**src/rtl/bus_timer_slave_pkg.sv**
```systemverilog
// Shared bus-slave constants and timer register map.
package bus_timer_slave_pkg;

   localparam logic ENABLE_  = 1'b0;
   localparam logic DISABLE_ = 1'b1;
   localparam logic READ     = 1'b1;
   localparam logic WRITE    = 1'b0;

   localparam int unsigned WORD_DATA_W = 32;

   localparam logic [1:0] TIMER_ADDR_CTRL    = 2'd0;
   localparam logic [1:0] TIMER_ADDR_INTR    = 2'd1;
   localparam logic [1:0] TIMER_ADDR_EXPR    = 2'd2;
   localparam logic [1:0] TIMER_ADDR_COUNTER = 2'd3;

   localparam int unsigned TIMER_START_LOC = 0;
   localparam int unsigned TIMER_MODE_LOC  = 1;
   localparam int unsigned TIMER_IRQ_LOC   = 0;

   typedef enum logic {StIdle, StWait} hs_state_e;

endpackage

```
**src/rtl/bus_slave_handshake.sv**
```systemverilog
// Generic slave-bus handshake: accepts an access, counts wait states, pulses rdy_.
module bus_slave_handshake
   import bus_timer_slave_pkg::*;
#(
   parameter int unsigned WAIT_CYCLES = 0
) (
   input  logic       clk,
   input  logic       reset_,
   input  logic       cs_,
   input  logic       as_,
   input  logic       rw,
   input  logic [1:0] addr,
   output logic       accept,
   output logic       fire,
   output logic [1:0] fire_addr,
   output logic       fire_rw,
   output logic       rdy_
);

   localparam logic [3:0] WcntInit = (WAIT_CYCLES == 0) ? 4'd0 : 4'(WAIT_CYCLES - 1);

   hs_state_e  state_q, state_d;
   logic [3:0] wcnt_q, wcnt_d;
   logic [1:0] addr_q, addr_d;
   logic       rw_q, rw_d;
   logic       rdy_q;

   // Next-state: accept in IDLE, count down in WAIT, abort when deselected.
   always_comb begin
      state_d   = state_q;
      wcnt_d    = wcnt_q;
      addr_d    = addr_q;
      rw_d      = rw_q;
      accept    = 1'b0;
      fire      = 1'b0;
      fire_addr = addr_q;
      fire_rw   = rw_q;
      unique case (state_q)
         StIdle: begin
            if (cs_ == ENABLE_ && as_ == ENABLE_) begin
               accept = 1'b1;
               addr_d = addr;
               rw_d   = rw;
               if (WAIT_CYCLES == 0) begin
                  // Zero wait states: the accepting edge is also the ready edge.
                  fire      = 1'b1;
                  fire_addr = addr;
                  fire_rw   = rw;
               end else begin
                  state_d = StWait;
                  wcnt_d  = WcntInit;
               end
            end
         end
         StWait: begin
            if (cs_ == DISABLE_) begin
               state_d = StIdle;
            end else if (wcnt_q == 4'd0) begin
               fire    = 1'b1;
               state_d = StIdle;
            end else begin
               wcnt_d = wcnt_q - 4'd1;
            end
         end
         default: state_d = StIdle;
      endcase
   end

   // Handshake state and registered rdy_ pulse.
   always_ff @(posedge clk or negedge reset_) begin
      if (!reset_) begin
         state_q <= StIdle;
         wcnt_q  <= 4'd0;
         addr_q  <= 2'd0;
         rw_q    <= READ;
         rdy_q   <= DISABLE_;
      end else begin
         state_q <= state_d;
         wcnt_q  <= wcnt_d;
         addr_q  <= addr_d;
         rw_q    <= rw_d;
         rdy_q   <= fire ? ENABLE_ : DISABLE_;
      end
   end

   assign rdy_ = rdy_q;

endmodule

```
**src/rtl/bus_timer_slave.sv**
```systemverilog
// Slave-bus interval timer: CTRL/INTR/EXPR/COUNTER registers with expiry interrupt.
module bus_timer_slave
   import bus_timer_slave_pkg::*;
#(
   parameter int unsigned WAIT_CYCLES = 0,
   parameter int unsigned CNT_W       = 32
) (
   input  logic        clk,
   input  logic        reset_,
   input  logic        cs_,
   input  logic        as_,
   input  logic        rw,
   input  logic [29:0] addr,
   input  logic [31:0] wr_data,
   output logic [31:0] rd_data,
   output logic        rdy_,
   output logic        irq
);

   logic             accept, fire, fire_rw;
   logic [1:0]       fire_addr;
   logic             start_q, start_d, mode_q, mode_d, intr_q, intr_d;
   logic [CNT_W-1:0] expr_q, expr_d, counter_q, counter_d;
   logic [31:0]      rd_val, rd_data_q;
   logic             wr_en, expire;
   logic             unused_addr;

   assign unused_addr = ^addr[29:2];

   bus_slave_handshake #(
      .WAIT_CYCLES (WAIT_CYCLES)
   ) u_handshake (
      .clk       (clk),
      .reset_    (reset_),
      .cs_       (cs_),
      .as_       (as_),
      .rw        (rw),
      .addr      (addr[1:0]),
      .accept    (accept),
      .fire      (fire),
      .fire_addr (fire_addr),
      .fire_rw   (fire_rw),
      .rdy_      (rdy_)
   );

   assign wr_en  = accept && (rw == WRITE);
   assign expire = start_q && (counter_q == expr_q);

   // Register next-state; bus writes take priority over timer side effects,
   // except that an expiry wins over a software clear of the flag.
   always_comb begin
      start_d   = start_q;
      mode_d    = mode_q;
      intr_d    = intr_q;
      expr_d    = expr_q;
      counter_d = counter_q;
      if (expire) begin
         counter_d = '0;
         intr_d    = 1'b1;
         if (!mode_q) start_d = 1'b0;
      end else if (start_q) begin
         counter_d = counter_q + 1'b1;
      end
      if (wr_en) begin
         unique case (addr[1:0])
            TIMER_ADDR_CTRL: begin
               start_d = wr_data[TIMER_START_LOC];
               mode_d  = wr_data[TIMER_MODE_LOC];
            end
            TIMER_ADDR_INTR: begin
               if (wr_data[TIMER_IRQ_LOC] && !expire) intr_d = 1'b0;
            end
            TIMER_ADDR_EXPR:    expr_d    = wr_data[CNT_W-1:0];
            TIMER_ADDR_COUNTER: counter_d = wr_data[CNT_W-1:0];
            default: ;
         endcase
      end
   end

   // Read mux, sampled at the edge that asserts rdy_.
   always_comb begin
      rd_val = '0;
      unique case (fire_addr)
         TIMER_ADDR_CTRL: begin
            rd_val[TIMER_START_LOC] = start_q;
            rd_val[TIMER_MODE_LOC]  = mode_q;
         end
         TIMER_ADDR_INTR:    rd_val[TIMER_IRQ_LOC] = intr_q;
         TIMER_ADDR_EXPR:    rd_val = WORD_DATA_W'(expr_q);
         TIMER_ADDR_COUNTER: rd_val = WORD_DATA_W'(counter_q);
         default: ;
      endcase
   end

   // Timer registers and the registered read-data return.
   always_ff @(posedge clk or negedge reset_) begin
      if (!reset_) begin
         start_q   <= 1'b0;
         mode_q    <= 1'b0;
         intr_q    <= 1'b0;
         expr_q    <= '0;
         counter_q <= '0;
         rd_data_q <= '0;
      end else begin
         start_q   <= start_d;
         mode_q    <= mode_d;
         intr_q    <= intr_d;
         expr_q    <= expr_d;
         counter_q <= counter_d;
         rd_data_q <= (fire && fire_rw == READ) ? rd_val : '0;
      end
   end

   assign rd_data = rd_data_q;
   assign irq     = intr_q;

endmodule

```
**config.mk**
```make
export PLATFORM = sky130hd
export DESIGN_NAME = bus_timer_slave
export DESIGN_NICKNAME = d
export VERILOG_FILES = /design/src/rtl/bus_timer_slave_pkg.sv /design/src/rtl/bus_slave_handshake.sv /design/src/rtl/bus_timer_slave.sv
export SDC_FILE = /design/constraint.sdc
export NUM_CORES = 1
export LEC_CHECK = 0
export CAP_MARGIN = 40
export CORE_MARGIN = 3
export CORE_UTILIZATION = 40
export CTS_CLUSTER_DIAMETER = 150
export DETAILED_ROUTE_END_ITERATION = 10
export GPL_ROUTABILITY_DRIVEN = 0
export PLACE_DENSITY_LB_ADDON = 0.1
export SYNTH_ARGS = -nofsm -noshare
export SYNTH_HDL_FRONTEND = slang
export SYNTH_SLANG_ARGS = --single-unit
```
**constraint.sdc**
```tcl
create_clock -name clk -period 2.31 [get_ports clk]
set_clock_uncertainty 0.05 [all_clocks]
set_input_delay 0.3465 -clock clk [delete_from_list [all_inputs] [get_ports clk]]
set_output_delay 0.3465 -clock clk [all_outputs]
set_load 0.005 [all_outputs]
```
# Yosys cells after proc, flatten, opt, wreduce, memory -nomap -nowiden
# Index checks and enable logic that the tools add are counted.
[totals]
reg_bits = 108
latchBits = 0
ram_bits = 0
rom_bits = 0
in_bits = 67
output_inout_bits = 34
wordCells = 70
n_memories = 0
[op_classes]
addsub = 2
multipliers = 0
div_mod_pow = 0
order_cmp = 0
eq_ne = 9
shift = 0
muxes = 32
n_bitwise = 4
reduce_logical = 12
[ops]
columns = ["op", "n"]
rows = [
  ["$mux 32", 5],
  ["$pmux 30 s2", 1],
  ["$add 32x1->32 const B", 1],
  ["$eq 32x32->1", 1],
  ["$mux 1", 17],
  ["$mux 4", 3],
  ["$eq 2x2->1 const B", 4],
  ["$logic_and 1x1->1", 5],
  ["$eq 2x1->1 const B", 2],
  ["$logic_not 2->1", 2],
  ["$logic_not 4->1", 1],
  ["$mux 2", 2],
  ["$ne 2x2->1 const B", 2],
  ["$not 1->1", 4],
  ["$pmux 1 s2", 2],
  ["$pmux 1 s4", 1],
  ["$reduce_and 2->1", 2],
  ["$sub 4x1->4 const B", 1],
  ["$pmux 1 s3", 1],
  ["$reduce_and 3->1", 1],
  ["$logic_not 1->1", 1],
]

# Longest topological paths before layout
# Gate-level depths: netlist (run 1).
[logic_depth]
word_depth = 7
depth_mapped = 8
ltp_nobuf = 7

# By module
# Synthesis (run 1) repeated with hierarchy kept, for this count alone.
[hier_totals]
cells_unflattened = 472
hier_area_um2 = 5441.5
[modules_own_cells]
columns = ["mod", "n_inst", "cells_each", "area_each_um2", "seq_area_each_um2"]
rows = [
  ["bus_timer_slave", 1, 440, 5021.1, 2477.4],
  ["bus_slave_handshake", 1, 32, 420.4, 227.7],
]

# Worst setup path after synthesis (run 1)
# OpenSTA, ideal clock, no wires.
[synth_timing]
path_kind = "register to register"
start = "register counter_q[10]"
end = "register counter_q[10]"
setup_time_ns = 0.119
arrival_ns = 1.767
t_required_ns = 2.141
setup_slack_ns = 0.374
stages_incl_launch_ff = 8
n_path_buf = 2
synth_period_minus_slack_ns = 1.936
cell_sequence = "dfrtp_1 -> buf_6 -> xor2_1 -> nor4_4 -> nand4_4 -> o31ai_4 -> buf_8 -> o21ai_2"
[synth_via]
elab_chain_cells = 5
word_cells_on_any_way = 7
cone_classes = "add/sub (1); eq/ne (1); mux (4); reduce/logical (1)"
[synth_rtl]
columns = ["item", "line_no", "rtl"]
rows = [
  ["start: declaration", "bus_timer_slave.sv:23", "logic [CNT_W-1:0] expr_q, expr_d, counter_q, counter_d;"],
  ["start signal: assignment", "bus_timer_slave.sv:109", "counter_q <= counter_d;"],
  ["$add 32x1->32 / $eq 32x32->1 (equally long branches)", "bus_timer_slave.sv:62, bus_timer_slave.sv:47", ""],
  ["$mux 32 / $logic_and 1x1->1 (equally long branches)", "bus_timer_slave.sv:61, bus_timer_slave.sv:47", ""],
  ["$mux 32 *", "bus_timer_slave.sv:57", "if (expire) begin"],
  ["$mux 32", "bus_timer_slave.sv:65", "unique case (addr[1:0])"],
  ["$mux 32 *", "bus_timer_slave.sv:64", "if (wr_en) begin"],
  ["named net counter_d[10]", "bus_timer_slave.sv:23", ""],
]
# Mark *: on every way through the listed nets, which the timed path passes. The rest lies on a longest branch.
# A chain may end at the register's enable or synchronous reset.

# Worst setup path in the final report (run 1)
[layout_timing]
start = "register counter_q[30]"
end = "register counter_q[16]"
[layout_via]
elab_chain_cells = 5
[layout_rtl]
columns = ["item", "line_no", "rtl"]
rows = [
  ["$eq 32x32->1 *", "bus_timer_slave.sv:47", "assign expire = start_q && (counter_q == expr_q);"],
  ["$logic_and 1x1->1 *", "bus_timer_slave.sv:47", ""],
  ["$mux 32 *", "bus_timer_slave.sv:57", ""],
  ["$mux 32", "bus_timer_slave.sv:65", ""],
  ["$mux 32 *", "bus_timer_slave.sv:64", ""],
  ["named net counter_d[16]", "bus_timer_slave.sv:23", ""],
]
# Marks and branches as above.

==> metrics.md, run 1 <==
| Metric | Value |
|---|---|
| Seq pwr share | `43.6%` |
| IO Pins | `101` |
| Synth Cell Area | `5390 sq um` |
| Crit-path cells | `xor2_1 -> nor4_1 -> nand4_2 -> o31ai_4 -> buf_12 -> o21ai_2` |
| R2r setup slk | `0.10 ns` |
| Flops & latches, synth | `108` |
| Most frequent cells in the layout | `dfrtp_1, nand2_1, clkdlybuf4s50_1` |
| EDFF count, synth | `0` |
| Startpoint Class | `register` |
| Core area | `12900 sq um` |
| RR Endpoint | `counter_q[16]` |
| Ant diodes | `0` |
| P&R area growth vs syn | `27.7%` |
| Post-synth top area share | `49.2%` |
| Element type at the critical path end | `register` |
| Crit Path Category | `register to register` |
| Worst endpoint required time | `2.51 ns` |
| Crit-path max cell delay | `0.46 ns` |
| Worst-Skew Late Latency | `0.36 ns` |
| Period utilization | `95.5%` |
| CP max stage cell | `o31ai_4` |
| Clock Tree Buf Depth | `2` |
| Worst Reg-to-Reg Cells | `6` |
| Hold Path Class | `input pin to asynchronous set/reset pin` |
| # Max-Cap Violations | `0` |
| # DRC | `0` |
| Leakage | `2.93 nW` |
| Final hold viol count | `0` |
| Sw frac | `31.5%` |
| Post-Syn Instances | `506` |
| Die width | `122 microns` |
| Largest cells by area after synthesis | `dfrtp_1, xor2_1, nand2_1` |
| Worst ir drop on vdd | `0.483 mV` |
| Num rows | `41` |
| P_int | `4.04 mW` |
| First-pass GRT wire length | `21.9 mm` |
| Sw Pwr | `1.86 mW` |
| Library cells used by synthesis | `47` |
| Initial core utilization | `41.8%` |
| NumNets Final | `674` |
| Share of cells above drive strength 1 | `16.4%` |
| Detailed placement HPWL | `9.59 mm` |
| Pre-CTS setup slack | `0.0148 ns` |
| Synth Area per Inst | `10.6 sq um` |
| RSZ-0062 raised after global routing | `no` |
| 1st-pass router iterations | `5` |
| Antenna violations before repair | `0` |
| Hold buffers post-CTS | `1` |
| TritonCTS Sinks | `108` |
| Pins over their slew limit | `0` |
| Vias in the first global route | `4145` |
| Die ar. | `14900 sq um` |
| Slew of the pin with the lowest slew margin | `0.496 ns` |
| Clk slew on worst S/H paths | `0.07 ns` |
| Total gr overflow | `0` |
| Drt via density | `5.09` |
| WL final | `13.4 mm` |
| Postcts setup bufs | `0` |
| Fin Setup TNS | `0 ns` |
| Post_cts resized | `0` |
| FMAX | `453 MHz` |
| Part of the power in combinational logic | `25.4%` |
| Clock Tree Root | `clkbuf_16` |
| Total power | `5.90 mW` |
| Clock group share of total power | `31.0%` |
| Post-synth ARST share | `100%` |
| Syn nets | `576` |
| Clock H-tree levels | `3` |
| Worst rel slew slack | `66.7%` |
| Status | `complete, no violations` |
| Iteration-0 DRC Markers | `285` |
| Via count | `3975` |
| Gr usage total | `19.3%` |
| Post-Route Utilization | `53.4%` |
| Ys Warns | `0` |
| Design area | `6880 sq um` |
| Largest net degree at the start of global routing | `50` |
| CTS tree | `yes` |
| Post-DRT Antenna Nets | `0` |
| Minimum clock period | `2.21 ns` |
| Final setup viols | `0` |
| Leading area contributor after synthesis | `dfrtp_1` |
| Routed WL per cell | `17.1 microns` |
| Port Buffers | `72` |
| Crit path max fanout | `18` |
| Crit path arrival time | `2.40 ns` |
| Predominant post-synthesis flop cell | `dfrtp_1` |
| Min setup slack post-route | `0.104 ns` |
| Cell Pwr Density | `857 nW/um^2` |
| Die Y-Extent | `122 microns` |
| Most common cell after layout, fill and taps aside | `dfrtp_1` |
| Sequential area share after synthesis | `50.2%` |
| Worst flop-to-flop path startpoint | `counter_q[30]` |
| Dpl cell area | `6510 sq um` |
| CTS Buf Count | `9` |
[cell usage after synthesis, drive strengths merged (2+ instances only)]
cell / number
a211oi: 6
a21oi: 31
a31oi: 4
and2: 3
and3: 5
buf: 16
clkbuf: 11
dfrtp: 106
dfstp: 2
ha: 3
inv: 9
mux2: 35
mux2i: 2
nand2: 102
nand3: 10
nand4: 16
nand4b: 3
nor2: 20
nor3: 5
nor3b: 3
nor4: 15
o21ai: 26
o31ai: 3
xnor2: 12
xor2: 52
[power by group through the flow]
stage	logic, mW	registers [mW]	clock network (mW)
after floorplan	1.02	2.51	0
after global placement	1.47	2.59	0
after detailed placement	1.50	2.61	0
after CTS	1.51	2.57	1.88
after global routing	1.64	2.63	1.96
final	1.50	2.57	1.83
[worst max-delay path: cells and delay by family (launching register included)]
family                    cells  cell delay, ns
and+or+nand+nor               2            0.61
AOI/OAI and AO/OA             2            0.54
DFF                           1            0.44
buffers and inverters         1            0.26
xor gates and xnor gates      1            0.19
[stage by stage]
step,instances,hold WS [ns]
after floorplan,506,0.000909
after global placement,764,0.274
after detailed placement,764,0.281
after CTS,781,0.431
after global routing,781,0.455
final,781,0.425
[worst max path at each step]
stage,startpoint,end
after floorplan,counter_q[10],counter_q[10]
after global placement,as_,rd_data[0]
after detailed placement,as_,rd_data[0]
after CTS,counter_q[30],counter_q[14]
after global routing,counter_q[30],counter_q[8]
final,counter_q[30],counter_q[16]
[routing by layer]
layer | wire (microns) | vias up | global-route usage (%)
met5 | 0 | - | 0
met4 | 181 | 0 | 5.11
met3 | 579 | 14 | 5.15
met2 | 6470 | 77 | 30.7
met1 | 6150 | 1960 | 26.1
li1 | - | 1924 | -
[logic make-up after synthesis]
kind of cell             Yosys count  share of synthesized area, %
AO/OA/AOI/OAI                     73                          9.18
multiplexers                      38                          8.11
buffers and inverters             36                          3.58
adder cells (fa/ha/maj)            3                         0.697
flip-flops                       108                          50.2
AND/OR/NAND/NOR                  184                          17.8
XOR/XNOR                          64                          10.4
[flip-flops by register name, indices dropped and copies added, names as in the netlist]
signal               flops
u_handshake.rw_q         1
u_handshake.addr_q       2
rd_data                 32
u_handshake.wcnt_q       4
u_handshake.state_q      1
irq                      1
mode_q                   1
u_handshake.rdy_         1
expr_q                  32
start_q                  1
counter_q               32
[final cells by class]
class | instances | area [sq um]
fill | 1193 | 6000
sequential | 108 | 2710
clock buffer | 11 | 253
clock inverter | 5 | 108
tap | 172 | 215
multi-input combinational | 362 | 2490
timing repair buffer | 114 | 1070
inverter | 9 | 33.8
No activity file was read; power rests on OpenSTA's default activity.
==> run 2: changes to the inputs <==
--- a/config.mk
+++ b/config.mk
@@ -11,7 +11,9 @@
 export CTS_CLUSTER_DIAMETER = 150
 export DETAILED_ROUTE_END_ITERATION = 10
 export GPL_ROUTABILITY_DRIVEN = 0
+export HOLD_SLACK_MARGIN = 0.06
 export PLACE_DENSITY_LB_ADDON = 0.1
+export SETUP_SLACK_MARGIN = 0.05
 export SYNTH_ARGS = -nofsm -noshare
 export SYNTH_HDL_FRONTEND = slang
 export SYNTH_SLANG_ARGS = --single-unit
==> run 2 against run 1 <==
- sequential share of layout area shrank 0.086 points
- first-iteration DRC count unchanged
- routed wire length is 0.38% higher
- largest power group unchanged
==> metrics.md, run 2 (synthesis results as in run 1) <==
| Metric | Value |
|---|---|
| Hold Path Class | `input pin to asynchronous set/reset pin` |
| Via count | `3982 (+0.18%)` |
| Clock Tree Root | `clkbuf_16` |
| R2r setup slk | `0.22 ns (+0.11 ns)` |
| Crit-path max cell delay | `0.44 ns (-0.02 ns)` |
| RR Endpoint | `counter_q[24]` |
| Worst Reg-to-Reg Cells | `7 (+1)` |
| Share of cells above drive strength 1 | `16.7% (+0.27 points)` |
| Fin Setup TNS | `0 ns (unchanged)` |
| Total gr overflow | `0 (unchanged)` |
| Most common cell after layout, fill and taps aside | `dfrtp_1` |
| Status | `complete, no violations` |
| Routed WL per cell | `17.1 microns (+0.12%)` |
| Gr usage total | `19.3% (unchanged)` |
| Pre-CTS setup slack | `0.0148 ns (unchanged)` |
| First-pass GRT wire length | `21.9 mm (unchanged)` |
| Detailed placement HPWL | `9.59 mm (unchanged)` |
| Element type at the critical path end | `register` |
| Minimum clock period | `2.09 ns (-0.112 ns)` |
| Worst endpoint required time | `2.50 ns (about the same)` |
| # DRC | `0 (unchanged)` |
| WL final | `13.4 mm (+0.38%)` |
| P&R area growth vs syn | `28.0%` |
| CTS tree | `yes` |
| Vias in the first global route | `4145 (unchanged)` |
| Clk slew on worst S/H paths | `0.07 ns (about the same)` |
| Die Y-Extent | `122 microns (unchanged)` |
| Crit Path Category | `register to register` |
| NumNets Final | `676 (+0.30%)` |
| Pins over their slew limit | `0 (unchanged)` |
| Num rows | `41 (unchanged)` |
| RSZ-0062 raised after global routing | `no` |
| Post-DRT Antenna Nets | `0 (unchanged)` |
| Period utilization | `90.6% (-4.8 points)` |
| # Max-Cap Violations | `0 (unchanged)` |
| Initial core utilization | `41.8% (unchanged)` |
| Final setup viols | `0 (unchanged)` |
| Most frequent cells in the layout | `dfrtp_1, nand2_1, clkdlybuf4s50_1` |
| Buf/Inv on CP | `2 (+1)` |
| Core area | `12900 sq um (unchanged)` |
| Crit-path cells | `xor2_1 -> nor4_1 -> nand4_2 -> buf_4 -> nor4_4 -> buf_4 -> a211oi_1` |
| Largest net degree at the start of global routing | `50 (unchanged)` |
| Die width | `122 microns (unchanged)` |
| CTS Buf Count | `9 (unchanged)` |
| Slew of the pin with the lowest slew margin | `0.468 ns (-0.0283 ns)` |
| Startpoint Class | `register` |
| Clock Tree Buf Depth | `2 (unchanged)` |
| Worst rel slew slack | `68.7% (+2.0 points)` |
| Final hold viol count | `0 (unchanged)` |
| Worst ir drop on vdd | `0.485 mV (+0.43%)` |
| Port Buffers | `72 (unchanged)` |
| Cell Pwr Density | `854 nW/um^2 (-0.41%)` |
| Drt via density | `5.09 (about the same)` |
| Crit path max-delay family | `simple AND/OR/NAND/NOR gates` |
| Worst-Skew Late Latency | `0.36 ns (about the same)` |
| Crit path arrival time | `2.28 ns (-0.12 ns)` |
| CP max stage cell | `dfrtp_1` |
| Leakage | `2.94 nW (+0.37%)` |
| IO Pins | `101 (unchanged)` |
| 1st-pass router iterations | `4 (-1)` |
| Total power | `5.89 mW (-0.19%)` |
| Ant diodes | `0 (unchanged)` |
| Antenna violations before repair | `0 (unchanged)` |
| Crit path max fanout | `6 (-12)` |
| Clock H-tree levels | `3 (unchanged)` |
| TritonCTS Sinks | `108 (unchanged)` |
| Non-filler instance count after layout | `783 (+0.26%)` |
| Die ar. | `14900 sq um (unchanged)` |
| Worst flop-to-flop path startpoint | `counter_q[30]` |
| Iteration-0 DRC Markers | `285 (unchanged)` |
| Crit path top cell by count | `buf_4` |
| FMAX | `478 MHz (+5.3%)` |
| Min setup slack post-route | `0.216 ns (+0.112 ns)` |
| Dpl cells | `764 (unchanged)` |
## run 2: what timing repair did
action                     4_1_cts  5_1_grt
hold buffers                     1        0
hold endpoints to repair        31        0
gates resized for setup          0        0
setup buffers                    0        2
setup endpoints to repair        0       20
## run 2: worst max-delay path by stage
stage | cells past startpoint | slack [ns] | start | to
after CTS | 6 | 0.09 | counter_q[30] | counter_q[14]
after floorplan | 7 | 0.37 | counter_q[10] | counter_q[10]
after global routing | 8 | 0.09 | u_handshake.wcnt_q[0] | rd_data[7]
after detailed placement | 6 | 0.01 | as_ | rd_data[0]
after global placement | 6 | 0.03 | as_ | rd_data[0]
final | 7 | 0.22 | counter_q[30] | counter_q[24]
## run 2: routing by layer
| metal | global-route usage (%) | up-vias | wire [microns] |
|---|---|---|---|
| met5 | 0 | - | 0 |
| met4 | 5.11 | 0 | 152 |
| met3 | 5.15 | 11 | 744 |
| met2 | 30.7 | 103 | 6500 |
| met1 | 26.1 | 1943 | 6030 |
| li1 | - | 1925 | - |
## run 2: report_power, final
group	switching (mW)	internal [mW]
logic	0.797	0.694
registers	0.351	2.22
clock network	0.701	1.12
## run 2: cell type report
| type | instances | area, sq um |
|---|---|---|
| clock buffers | 11 | 253 |
| fillers | 1193 | 5980 |
| inverters | 9 | 33.8 |
| well taps | 172 | 215 |
| multi-input cells | 362 | 2490 |
| flip-flops and latches | 108 | 2710 |
| clock inverters | 5 | 108 |
| repair buffers | 116 | 1090 |
## run 2: through the flow
step           util (%)  area (sq um)  hold WS (ns)
4_1_cts            53.4          6880         0.431
2_1_floorplan         -          5390      0.000909
3_5_place_dp       50.6          6510         0.281
5_1_grt            53.6          6900         0.455
6_report           53.6          6900         0.428
3_3_place_gp       50.6          6510         0.274
## run 2: worst register-to-register path, stage by stage, from the launching register on
cell and delay, ns:
dfrtp_1 0.44, xor2_1 0.19, nor4_1 0.38, nand4_2 0.23, buf_4 0.22, nor4_4 0.21, buf_4 0.20, a211oi_1 0.06
